`config.mk`:
```
export PLATFORM = sky130hd
export DESIGN_NAME = uart_mem_loader
export DESIGN_NICKNAME = d
export VERILOG_FILES = /design/src/rtl/uart_mem_loader.sv
export SDC_FILE = /design/constraint.sdc
export NUM_CORES = 1
export LEC_CHECK = 0
export BUFFER_PORTS_ARGS = -buffer_cell sky130_fd_sc_hd__clkbuf_2
export CAP_MARGIN = 25
export CORE_UTILIZATION = 40
export CTS_CLUSTER_DIAMETER = 120
export DETAILED_ROUTE_END_ITERATION = 16
export GPL_ROUTABILITY_DRIVEN = 1
export HOLD_SLACK_MARGIN = 0.08
export SLEW_MARGIN = 20
export SYNTH_ARGS = -nofsm -noshare
export SYNTH_HDL_FRONTEND = slang
export SYNTH_SLANG_ARGS = --single-unit
```
`constraint.sdc`:
```
create_clock -name clk -period 6.21 [get_ports clk]
set_input_delay 0.621 -clock clk [delete_from_list [all_inputs] [get_ports clk]]
set_output_delay 0.621 -clock clk [all_outputs]
set_load 0.05 [all_outputs]
```
`src/rtl/uart_mem_loader.sv`:
```
// uart_mem_loader
// Boot-time loader that receives a framed image over a UART line (8N1, idle
// high), assembles little-endian 32-bit words and writes them through the
// CPU test top's external data-memory port. The CPU is held in reset until
// the whole image has been written.
//
// Frame: SYNC_BYTE, word count N (16 bit, LSB first), N x 4 data bytes.
//
// Ports:
//   clk           in   system clock, rising edge
//   reset         in   synchronous active-high reset
//   rx            in   UART serial input (asynchronous to clk)
//   cpu_reset     out  high until the load completes
//   Ext_MemWrite  out  one-cycle write strobe
//   Ext_WriteData out  32-bit word being written
//   Ext_DataAdr   out  32-bit byte address being written
//   load_done     out  sticky, image fully written
//   frame_err     out  sticky, UART framing error seen before completion
module uart_mem_loader #(
  parameter int          CLKS_PER_BIT = 434,
  parameter logic [31:0] BASE_ADDR    = 32'h0000_0000,
  parameter logic [7:0]  SYNC_BYTE    = 8'hA5
) (
  input  logic        clk,
  input  logic        reset,
  input  logic        rx,
  output logic        cpu_reset,
  output logic        Ext_MemWrite,
  output logic [31:0] Ext_WriteData,
  output logic [31:0] Ext_DataAdr,
  output logic        load_done,
  output logic        frame_err
);

  localparam int CNT_W = $clog2(CLKS_PER_BIT + 1);
  localparam logic [CNT_W-1:0] BIT_END  = CNT_W'(CLKS_PER_BIT - 1);
  localparam logic [CNT_W-1:0] HALF_END = CNT_W'(CLKS_PER_BIT / 2 - 1);

  typedef enum logic [1:0] {R_IDLE, R_START, R_DATA, R_STOP} rx_state_t;
  typedef enum logic [2:0] {L_SYNC, L_LEN0, L_LEN1, L_DATA, L_WRITE, L_DONE, L_ERR} ld_state_t;

  // Synchronizer flops (reset to the idle-high line level)
  logic rx_meta_q, rx_sync_q;

  // RX front end
  rx_state_t        r_state_q, r_state_d;
  logic [CNT_W-1:0] clk_cnt_q, clk_cnt_d;
  logic [2:0]       bit_idx_q, bit_idx_d;
  logic [7:0]       shift_q, shift_d;
  logic [7:0]       byte_q, byte_d;
  logic             byte_valid_q, byte_valid_d;
  logic             stop_bad;

  // Loader
  ld_state_t   l_state_q, l_state_d;
  logic [15:0] count_q, count_d;
  logic [15:0] index_q, index_d;
  logic [1:0]  byte_idx_q, byte_idx_d;
  logic [31:0] word_q, word_d;
  logic        mem_write_q, mem_write_d;
  logic [31:0] wdata_q, wdata_d;
  logic [31:0] adr_q, adr_d;
  logic        cpu_reset_q, cpu_reset_d;
  logic        load_done_q, load_done_d;
  logic        frame_err_q, frame_err_d;

  // RX bit timing: sample mid-bit, start bit re-checked at half a bit to
  // reject glitches. stop_bad is combinational so the loader can raise
  // frame_err in the cycle right after the bad stop sample.
  always_comb begin
    r_state_d    = r_state_q;
    clk_cnt_d    = clk_cnt_q;
    bit_idx_d    = bit_idx_q;
    shift_d      = shift_q;
    byte_d       = byte_q;
    byte_valid_d = 1'b0;
    stop_bad     = 1'b0;
    case (r_state_q)
      R_IDLE: begin
        if (!rx_sync_q) begin
          r_state_d = R_START;
          clk_cnt_d = '0;
        end
      end
      R_START: begin
        if (clk_cnt_q == HALF_END) begin
          clk_cnt_d = '0;
          bit_idx_d = '0;
          r_state_d = rx_sync_q ? R_IDLE : R_DATA;
        end else begin
          clk_cnt_d = clk_cnt_q + CNT_W'(1);
        end
      end
      R_DATA: begin
        if (clk_cnt_q == BIT_END) begin
          clk_cnt_d = '0;
          shift_d   = {rx_sync_q, shift_q[7:1]};
          if (bit_idx_q == 3'd7) begin
            r_state_d = R_STOP;
          end else begin
            bit_idx_d = bit_idx_q + 3'd1;
          end
        end else begin
          clk_cnt_d = clk_cnt_q + CNT_W'(1);
        end
      end
      R_STOP: begin
        if (clk_cnt_q == BIT_END) begin
          clk_cnt_d = '0;
          r_state_d = R_IDLE;
          if (rx_sync_q) begin
            byte_valid_d = 1'b1;
            byte_d       = shift_q;
          end else begin
            stop_bad = 1'b1;
          end
        end else begin
          clk_cnt_d = clk_cnt_q + CNT_W'(1);
        end
      end
      default: r_state_d = R_IDLE;
    endcase
  end

  // Loader next-state. The write strobe and its data/address are prepared
  // on the 4th byte so they are registered exactly while in L_WRITE.
  always_comb begin
    l_state_d   = l_state_q;
    count_d     = count_q;
    index_d     = index_q;
    byte_idx_d  = byte_idx_q;
    word_d      = word_q;
    mem_write_d = 1'b0;
    wdata_d     = wdata_q;
    adr_d       = adr_q;
    cpu_reset_d = cpu_reset_q;
    load_done_d = load_done_q;
    frame_err_d = frame_err_q;
    case (l_state_q)
      L_SYNC: begin
        if (byte_valid_q && byte_q == SYNC_BYTE) l_state_d = L_LEN0;
      end
      L_LEN0: begin
        if (byte_valid_q) begin
          count_d[7:0] = byte_q;
          l_state_d    = L_LEN1;
        end
      end
      L_LEN1: begin
        if (byte_valid_q) begin
          count_d[15:8] = byte_q;
          index_d       = '0;
          byte_idx_d    = '0;
          if (byte_q == 8'd0 && count_q[7:0] == 8'd0) begin
            l_state_d   = L_DONE;
            cpu_reset_d = 1'b0;
            load_done_d = 1'b1;
          end else begin
            l_state_d = L_DATA;
          end
        end
      end
      L_DATA: begin
        if (byte_valid_q) begin
          if (byte_idx_q == 2'd3) begin
            l_state_d   = L_WRITE;
            byte_idx_d  = '0;
            mem_write_d = 1'b1;
            wdata_d     = {byte_q, word_q[23:0]};
            adr_d       = BASE_ADDR + {14'd0, index_q, 2'b00};
          end else begin
            word_d[8*byte_idx_q +: 8] = byte_q;
            byte_idx_d = byte_idx_q + 2'd1;
          end
        end
      end
      L_WRITE: begin
        index_d = index_q + 16'd1;
        if ((index_q + 16'd1) == count_q) begin
          l_state_d   = L_DONE;
          cpu_reset_d = 1'b0;
          load_done_d = 1'b1;
        end else begin
          l_state_d = L_DATA;
        end
      end
      L_DONE: l_state_d = L_DONE;
      L_ERR:  l_state_d = L_ERR;
      default: l_state_d = L_SYNC;
    endcase
    // A framing error before completion locks the loader until reset
    if (stop_bad && l_state_q != L_DONE && l_state_q != L_ERR) begin
      l_state_d   = L_ERR;
      frame_err_d = 1'b1;
      mem_write_d = 1'b0;
    end
  end

  always_ff @(posedge clk) begin
    if (reset) begin
      rx_meta_q    <= 1'b1;
      rx_sync_q    <= 1'b1;
      r_state_q    <= R_IDLE;
      clk_cnt_q    <= '0;
      bit_idx_q    <= '0;
      shift_q      <= '0;
      byte_q       <= '0;
      byte_valid_q <= 1'b0;
      l_state_q    <= L_SYNC;
      count_q      <= '0;
      index_q      <= '0;
      byte_idx_q   <= '0;
      word_q       <= '0;
      mem_write_q  <= 1'b0;
      wdata_q      <= '0;
      adr_q        <= BASE_ADDR;
      cpu_reset_q  <= 1'b1;
      load_done_q  <= 1'b0;
      frame_err_q  <= 1'b0;
    end else begin
      rx_meta_q    <= rx;
      rx_sync_q    <= rx_meta_q;
      r_state_q    <= r_state_d;
      clk_cnt_q    <= clk_cnt_d;
      bit_idx_q    <= bit_idx_d;
      shift_q      <= shift_d;
      byte_q       <= byte_d;
      byte_valid_q <= byte_valid_d;
      l_state_q    <= l_state_d;
      count_q      <= count_d;
      index_q      <= index_d;
      byte_idx_q   <= byte_idx_d;
      word_q       <= word_d;
      mem_write_q  <= mem_write_d;
      wdata_q      <= wdata_d;
      adr_q        <= adr_d;
      cpu_reset_q  <= cpu_reset_d;
      load_done_q  <= load_done_d;
      frame_err_q  <= frame_err_d;
    end
  end

  assign cpu_reset     = cpu_reset_q;
  assign Ext_MemWrite  = mem_write_q;
  assign Ext_WriteData = wdata_q;
  assign Ext_DataAdr   = adr_q;
  assign load_done     = load_done_q;
  assign frame_err     = frame_err_q;

endmodule

```
==> results.txt <==
Buffers on Ports: 54
final cycle utilization of the critical path: 45.21%
clk slew on worst S/H paths: 0.06 ns
commonest cells in the netlist: nand2_1 (178), dfxtp_1 (146), a21oi_1 (108), nor2_1 (68), clkbuf_1 (44)
drt pass-1 iters: 7
drt wl/cell: 14.18 um
total power: 0.002144 W
CTS Buf Count: 17
DP HPWL: 9785 um
root buf cell: clkbuf_16
Synth Area in Simple Gates: 24.39%
worst-path cell with the longest stage delay: or4_2
Gate power share: 2.7%
Worst Path Arrival: 3.12 ns
via count: 5,377
skew final: 0.007045 ns
vias in the first global route: 4,862
Synth top area share: 44.55%
Max-Cap Viols: 0
Clock Tree Buf Depth: 2
DRC: 0
die area: 16,920 um2
sequential area share after synthesis: 44.55%
H-tree levels: 4
cell family with most CP delay: simple AND/OR/NAND/NOR gates
Rows: 46
initial antenna violation count: 0
Starting DRT DRC Count: 419
I/O pins: 71
final hold vios: 0
top_reg_cell synth: dfxtp_1
share of cells above drive strength 1: 12.60%
Cell Int Power: 0.001702 W
Psw: 0.0004427 W
Synth Area in XOR/XNOR: 2.880%
post-route setup TNS: 0 ns
global route total overflow: 0
# hold bufs at CTS: 0
CP Class: reg2reg
pin count of the biggest net entering global routing: 83
diodes inserted: 0
Sink Count: 146
Post-synth EDFFs: 0
Die H: 130.1 um
Total GRT Usage: 18.84%
worst slew pin tran: 1.010 ns
endpoints failing setup: 0
Initial Utilization: 41.15%
sw frac: 20.64%
compound-cell area share of the yosys netlist: 16.57%
area grow syn2layout: 14.13%
Clock power frac: 53.3%
Fmax: 0.3562 GHz
power per cell area: 286.4 nW/um2
main combinational cell family by area after synthesis: simple AND/OR/NAND/NOR gates
synth warn: 0
Final #Nets: 842
Synth Instances: 812
Worst EP required: 6.52 ns
Place WS: 3.504 ns
clock latency on the worst-skew pair: 0.42 ns
sequential share of power: 44.0%
VDD IR-drop max: 0.2305 mV
CP Max Fanout: 11
count leader, synth: nand2_1
Tmin final: 2.807 ns
die width: 130.1 um
worst path cell trace: ha_1 -> nand3_2 -> or4_2 -> xnor2_1 -> a221oi_1 -> nand4_2 -> o31a_1
Slowest Stage Delay on Critical Path: 0.64 ns
CTS tree: yes
mux share of post-synthesis cell area: 3.052%
leakage: 2.742 nW
#FFs+latches synth: 146
RSZ-0062 raised after global routing: false
status: complete, no violations
Post-Syn Area: 6560 um2
max-slew violations: 0
gpl congestion: 0.8908
post-route setup slack: 3.403 ns
Yosys top cell by area: dfxtp_1
share of flip-flops with an asynchronous set or reset: 0%
cts repair resizes: 0
hold crit path type: in2reg
Slew Limit Headroom: 32.50%
Synth cell types: 71
hold slack: 0.3873 ns
Core Region: 15,940 um2
final WL: 14,990 um
Syn Area/Cell: 8.079 um2
crit path buf inv count: 0
first-pass GRT wire length: 24,710 um
Synth Area in Adders: 2.098%
Detail Route Antenna Nets: 0
Synth area leaders: dfxtp_1 (45%), nand2_1 (10%), a21oi_1 (8.2%)
setup bufs post-CTS: 0
CP Capture Type: flip-flop
Startpoint Class: flip-flop
via/cell ratio: 5.087
## metal layers
metal | up-vias | part of all wire [%] | GRT usage (%) | wire length [um]
met3 | 17 | 3.2 | 4.059 | 475
met5 | - | 0 | 0 | 0
li1 | 2783 | - | - | -
met2 | 85 | 46 | 28.82 | 6898
met4 | 0 | 1.5 | 7.387 | 230
met1 | 2492 | 49 | 25.80 | 7388
## state kept, by name, indices dropped and copies added (netlist names), named ones only
| signal | cells |
|---|---|
| Ext_DataAdr | 16 |
| Ext_MemWrite | 1 |
| Ext_WriteData | 32 |
| bit_idx_q | 3 |
| byte_idx_q | 2 |
| byte_q | 8 |
| byte_valid_q | 1 |
| clk_cnt_q | 9 |
| count_q | 16 |
| cpu_reset | 1 |
| frame_err | 1 |
| index_q | 16 |
| l_state_q | 3 |
| load_done | 1 |
| r_state_q | 1 |
| rx_meta_q | 1 |
| rx_sync_q | 1 |
| shift_q | 8 |
| word_q | 24 |
## power groups by stage
stage          logic (W)  registers [W]  clock network [W]
6_report       0.0000585       0.000944            0.00114
5_1_grt        0.0000644       0.000944            0.00121
4_1_cts        0.0000587       0.000944            0.00117
3_5_place_dp   0.0000586       0.000964                  0
3_3_place_gp   0.0000589       0.000964                  0
2_1_floorplan  0.0000609       0.000962                  0
## path summary, 6_finish.rpt
check | slack, ns | end | startpoint | cells past startpoint
max | 3.40 | cpu_reset$_SDFFE_PP1P_ | index_q[0]$_SDFFE_PP0P_ | 7
min | 0.39 | rx_meta_q$_SDFF_PP1_ | rx | 2
max reg2reg | 3.40 | cpu_reset$_SDFFE_PP1P_ | index_q[0]$_SDFFE_PP0P_ | 7
min reg2reg | 0.41 | rx_sync_q$_SDFF_PP1_ | rx_meta_q$_SDFF_PP1_ | 1
## kinds of logic after synthesis
group,after synthesis
AOI/OAI and AO/OA,178
xor gates and xnor gates,20
adders and majority gates,11
buffers and inverters,86
DFF,146
muxes,20
other,1
and+or+nand+nor,350
## per-stage QoR
| stage | instance area, um2 | util [%] | cells |
|---|---|---|---|
| after floorplan | 6616 | - | 827 |
| after global placement | 6802 | 42.66 | 1024 |
| after detailed placement | 6822 | 42.79 | 1025 |
| after CTS | 7487 | 46.96 | 1057 |
| after global routing | 7487 | 46.96 | 1057 |
| final | 7487 | 46.96 | 1057 |
## cell usage in the layout, fill, tap and decap left out, drive strengths merged, types with 8 or more instances in the layout
| cell | synthesis | layout |
|---|---|---|
| clkbuf | 49 | 71 |
| inv | 10 | 10 |
| nor4 | 10 | 10 |
| nand3 | 37 | 37 |
| a21oi | 108 | 108 |
| dfxtp | 146 | 146 |
| ha | 11 | 11 |
| o21ai | 22 | 22 |
| xor2 | 8 | 8 |
| nor2 | 69 | 69 |
| xnor2 | 11 | 11 |
| nor3 | 10 | 10 |
| conb | 1 | 16 |
| mux2i | 20 | 20 |
| nand2 | 178 | 178 |
## layout make-up
class,instances,area (um2)
Multi-Input combinational cell,595,3279
Inverter,11,41.29
Clock inverter,14,236.5
Tap cell,216,270.3
Sequential cell,146,2923
Fill cell,1605,8456
Timing Repair Buffer,57,307.8
Clock buffer,18,429.2
(Power assumes the default switching activity.)
